===== config.mk =====
export PLATFORM = sky130hd
export DESIGN_NAME = ready_io_ctrl
export DESIGN_NICKNAME = d
export VERILOG_FILES = /design/src/rtl/ready_io_ctrl.sv
export SDC_FILE = /design/constraint.sdc
export NUM_CORES = 1
export LEC_CHECK = 0
export BUFFER_PORTS_ARGS = -buffer_cell sky130_fd_sc_hd__buf_2
export CORE_AREA = 2 2 39 41
export DETAILED_ROUTE_END_ITERATION = 10
export DIE_AREA = 0 0 41 43
export GPL_TIMING_DRIVEN = 0
export PLACE_DENSITY = 0.72
export SYNTH_ARGS = -nofsm -noshare
export SYNTH_HDL_FRONTEND = slang
export SYNTH_SLANG_ARGS = --single-unit

===== constraint.sdc =====
create_clock -name Clock -period 2.3 [get_ports Clock]
set_clock_uncertainty 0.05 [all_clocks]
set_input_delay 0.23 -clock Clock [delete_from_list [all_inputs] [get_ports Clock]]
set_output_delay 0.23 -clock Clock [all_outputs]
set_load 0.05 [all_outputs]

===== src/rtl/ready_io_ctrl.sv =====
// ready_io_ctrl: front-end I/O for the picoRISC core.
// Synchronizes and debounces the pushbutton into a clean 'ready' level, and
// latches ALU results into the LED display register on the decoder's disp strobe.
module ready_io_ctrl #(
    parameter int DBNC_CYCLES = 4,
    parameter int CW          = $clog2(DBNC_CYCLES + 1),
    parameter int DW          = 8
) (
    input  logic          Clock,
    input  logic          nReset,
    input  logic          btn_raw,
    input  logic          disp,
    input  logic [DW-1:0] disp_data,
    output logic          ready,
    output logic [DW-1:0] led,
    output logic          disp_valid
);

    // Bit 1 of the encoding is the debounced level, so 'ready' comes straight
    // from one flop and cannot glitch during state transitions.
    localparam logic [1:0] IDLE       = 2'b00;
    localparam logic [1:0] PRESS_WAIT = 2'b01;
    localparam logic [1:0] HELD       = 2'b10;
    localparam logic [1:0] REL_WAIT   = 2'b11;

    localparam logic [CW-1:0] CNT_LAST = CW'(DBNC_CYCLES - 1);
    localparam logic [CW-1:0] CNT_ONE  = CW'(1);

    logic          s1_q, s2_q;
    logic [1:0]    state_q, state_d;
    logic [CW-1:0] cnt_q, cnt_d;
    logic [DW-1:0] led_q;
    logic          disp_valid_q;

    // Two-flop synchronizer; btn_raw is asynchronous and only s2_q is used downstream.
    always_ff @(posedge Clock or negedge nReset) begin
        if (!nReset) begin
            s1_q <= 1'b0;
            s2_q <= 1'b0;
        end else begin
            s1_q <= btn_raw;
            s2_q <= s1_q;
        end
    end

    // Debounce next-state: a level change needs DBNC_CYCLES consecutive samples;
    // any opposite sample falls back to the stable state with the count cleared.
    always_comb begin
        state_d = state_q;
        cnt_d   = cnt_q;
        case (state_q)
            IDLE: begin
                if (s2_q) begin
                    if (DBNC_CYCLES == 1) begin
                        state_d = HELD;
                        cnt_d   = '0;
                    end else begin
                        state_d = PRESS_WAIT;
                        cnt_d   = CNT_ONE;
                    end
                end
            end
            PRESS_WAIT: begin
                if (!s2_q) begin
                    state_d = IDLE;
                    cnt_d   = '0;
                end else if (cnt_q == CNT_LAST) begin
                    state_d = HELD;
                    cnt_d   = '0;
                end else begin
                    cnt_d = cnt_q + CNT_ONE;
                end
            end
            HELD: begin
                if (!s2_q) begin
                    if (DBNC_CYCLES == 1) begin
                        state_d = IDLE;
                        cnt_d   = '0;
                    end else begin
                        state_d = REL_WAIT;
                        cnt_d   = CNT_ONE;
                    end
                end
            end
            REL_WAIT: begin
                if (s2_q) begin
                    state_d = HELD;
                    cnt_d   = '0;
                end else if (cnt_q == CNT_LAST) begin
                    state_d = IDLE;
                    cnt_d   = '0;
                end else begin
                    cnt_d = cnt_q + CNT_ONE;
                end
            end
            default: begin
                state_d = IDLE;
                cnt_d   = '0;
            end
        endcase
    end

    // Debounce state and counter registers.
    always_ff @(posedge Clock or negedge nReset) begin
        if (!nReset) begin
            state_q <= IDLE;
            cnt_q   <= '0;
        end else begin
            state_q <= state_d;
            cnt_q   <= cnt_d;
        end
    end

    // Display register: latch on every disp strobe, pulse disp_valid the cycle after.
    always_ff @(posedge Clock or negedge nReset) begin
        if (!nReset) begin
            led_q        <= '0;
            disp_valid_q <= 1'b0;
        end else begin
            disp_valid_q <= disp;
            if (disp) begin
                led_q <= disp_data;
            end
        end
    end

    assign ready      = state_q[1];
    assign led        = led_q;
    assign disp_valid = disp_valid_q;

endmodule


# Word level (Yosys, flattened, before mapping)
# Cells that the tools add are included.
# classes
add_sub_neg	1
n_eq_ne	8
n_mux	13
reduce_logical	3
# ops
operator	count
$mux W3	5
$mux W2	6
$pmux W3 S4	1
$pmux W2 S4	1
$ne A3 B3 Y1 const B	2
$eq A2 B2 Y1 const B	2
$ne A2 B2 Y1 const B	2
$reduce_and A4 Y1	1
$add A3 B1 Y3 const B	1
$eq A3 B2 Y1 const B	1
$eq A2 B1 Y1 const B	1
$logic_not A2 Y1	1
$reduce_and A2 Y1	1
# word_totals
register_bits	16
in_bits	12
output_inout_bits	10
word_cells	31

# Logic depth before layout (Yosys ltp)
# logic_depth
ltp_word	4
depth_mapped	4
mapped_depth_nobuf	4

# Worst setup path before layout
# No wires, ideal clock.
# synth_path
path_type	flip-flop to flip-flop
start	reg with a tool-made name
end	reg cnt_q[1]
setup_time_ps	121
arrival_ps	1166
t_required_ps	2129
path_slack_ps	963
path_stages_with_launch	4
n_path_buf	0
period_less_slack_ps	1337
cell_sequence	dfrtp_1 xor2_2 nor2_1 a22o_1
# synth_rtl
item	line	rtl
end signal, assigned	110	cnt_q <= cnt_d;
end, declared	31	logic [CW-1:0] cnt_q, cnt_d;

==> flow_summary.json <==
{
  "area_growth_syn_to_layout_pct": 29.96,
  "p_per_area_nw_per_um2": 1000,
  "cap_violations": 0,
  "crit_required_ns": 2.42,
  "cp_max_fo": 3,
  "die_height_um": 43,
  "grtUsageMet1": 0.1761,
  "fin_tns_setup_ns": 0,
  "n_antenna_cell": 0,
  "min_path_type": "in2reg",
  "status": "complete, no violations",
  "initial_core_util": 0.4376,
  "grt_pass1_vias": 392,
  "cts_tree": "yes",
  "grt.total_usage": 0.1383,
  "cts_max_level": 1,
  "drtPass1Iterations": 2,
  "crit_path_end_kind": "flip-flop",
  "pin_count": 22,
  "hold_viol_final": 0,
  "numCtsBuffers": 3,
  "fp.coreArea_um2": 1384,
  "postCtsSetupBuffers": 0,
  "gr-usage-met3": 0.03665,
  "cts_resized": 0,
  "clk_pin_slew_ns": 0.09,
  "grt_max_degree": 17,
  "ir_worst_vdd_mv": 0.5546,
  "rsz0062_at_grt": "false",
  "place_area_um2": 730.7,
  "ys_seq_area_frac": 0.6612,
  "top_usage_layer": "met2",
  "clk-insertion-delay-late_ns": 0.28,
  "timing.fmax_ghz": 0.7570,
  "path_buf_inv": 0,
  "design_area_um2": 787.0,
  "grtUsageMet2": 0.2031,
  "antenna_found_initial": 0,
  "clockBufferDepth": 2,
  "startpoint_type": "flip-flop",
  "routed_wl_um": 934,
  "postRouteAntennaNets": 0,
  "ys_warn_count": 0,
  "syn_area_um2": 605.6,
  "postSynthAreaPerCell_um2": 15.14,
  "cts_hold_buf": 2,
  "clock-root-buffer": "clkbuf_4",
  "slew_violations": 0,
  "worstPathArrival_ns": 1.44,
  "gr-total-overflow": 0,
  "wire_per_inst_um": 11.25,
  "synth_cells": 40,
  "rows": 14,
  "setup_viol": 0,
  "slew_headroom": 0.7750,
  "layout-drive-gt1-share": 0.5522,
  "layout_min_cycle_time_ns": 1.321,
  "route.vias.total": 390,
  "finalNetCount": 81,
  "grt_pass1_wl_um": 1600,
  "ys_ff_latch": 16,
  "portBuffers": 21,
  "fp.dieW_um": 41,
  "cp_top_family": "flip-flops",
  "fp.dieArea_um2": 1763,
  "slowest_delay_ns": 0.40,
  "synth_fp_nets": 53,
  "criticalPathCategory": "reg2reg",
  "worstMarginPinSlew_ns": 0.3375,
  "cp_cell_sequence": "ha_1 -> nor2b_1 -> nand2_1 -> mux2_2",
  "final.period_utilization": 0.5744,
  "gp_congestion": 0.6351,
  "drt_iter0_markers": 2,
  "post-route-drc-count": 0,
  "leakagePower_uw": 0.0003823,
  "via_per_inst": 4.699,
  "clkSinkCount": 16,
  "yosysUniqueCellTypes": 14,
  "slowest_stage": "dfrtp_1"
}
-- stage by stage --
| step | std cells | power, uW | setup WS [ns] | util | hold slack [ns] |
|---|---|---|---|---|---|
| 4_1_cts | 83 | 797.8 | 0.9713 | 0.5687 | 0.01606 |
| 5_1_grt | 83 | 835.0 | 0.9175 | 0.5687 | 0.01511 |
| 3_3_place_gp | 77 | 611.0 | 0.9829 | 0.5280 | 0.1093 |
| 3_5_place_dp | 77 | 614.8 | 0.9856 | 0.5280 | 0.1065 |
| 6_report | 83 | 787.3 | 0.9790 | 0.5687 | 0.02613 |
| 2_1_floorplan | 40 | 555.9 | 0.9631 | - | -0.1156 |
-- cell type report --
type / count / area, um2
Tap cell: 16 / 20.02
Sequential cell: 16 / 400.4
Buffer: 1 / 5.005
Timing Repair Buffer: 23 / 125.1
Clock buffer: 4 / 36.28
Multi-Input combinational cell: 23 / 200.2
Fill cell: 127 / 596.8
-- placed cells by master (no fill, tap or decap), drive strengths merged --
cell and count:
buf 22, dfrtp 16, mux2 9, clkbuf 4, nand2 2, o21ai 2, nor2 2, dlygate4sd3 2
nor2b 1, xor2 1, o21a 1, and2 1, nand2b 1, nand4b 1, a22o 1, ha 1
-- synth_stat cells --
master    number  share of area
o21a_1         1          0.012
o21ai_0        2          0.017
a22o_1         1          0.014
xor2_2         1          0.027
nand4b_1       1          0.014
dfrtp_1       16           0.66
nor2_1         2          0.012
mux2_2         9           0.17
nand2b_1       1          0.010
nor2b_1        1          0.010
ha_1           1          0.021
nand2_1        2          0.012
and2_2         1          0.012
buf_2          1         0.0083
-- report_power, final --
part / internal (uW) / total, uW / leakage, uW / switching, uW
Combinational: 91.6 / 241 / 0.000170 / 149
Clock: 96.2 / 177 / 0.0000210 / 81.0
Sequential: 330 / 369 / 0.000191 / 38.9
-- worst register-to-register path, delay by kind of cell (launching register included) --
family / cells / cell delay, ns
fa+ha+maj: 1 / 0.20
flops: 1 / 0.40
mux: 1 / 0.33
simple gates: 2 / 0.24
-- final timing paths --
check                         start    endpoint  slack (ns)  depth (start not counted)
setup reg to reg           cnt_q[0]   flip-flop        0.98                          4
hold / removal                 disp  disp_valid        0.03                          1
hold reg to reg                s1_q        s2_q        0.31                          0
max in group asynchronous    nReset      led[4]        1.62                          2
setup / recovery           cnt_q[0]   flip-flop        0.98                          4
min in group asynchronous    nReset      led[0]        0.33                          2
-- state kept, by name, summed over array words and instances, names as in the netlist, named ones only --
| register | flops |
|---|---|
| led | 8 |
| s1_q | 1 |
| cnt_q | 3 |
| s2_q | 1 |
| state_q | 1 |
| disp_valid | 1 |
-- routing by layer --
metal | wire (um) | share of wire
met5 | 0 | 0
met3 | 46 | 0.049
met2 | 476 | 0.51
met1 | 403 | 0.43
met4 | 7 | 0.0075
-- cell families (layout without fill, tap and decap cells) --
group | count (synthesis) | count (layout) | synth area share
AND/OR/NAND/NOR | 8 | 8 | 0.07234
flip-flops | 16 | 16 | 0.6612
AO/OA/AOI/OAI | 4 | 4 | 0.04340
buffers and inverters | 1 | 28 | 0.008257
XOR/XNOR | 1 | 1 | 0.02687
multiplexers | 9 | 9 | 0.1674
adder cells (fa/ha/maj) | 1 | 1 | 0.02066
(Power assumes the default switching activity.)
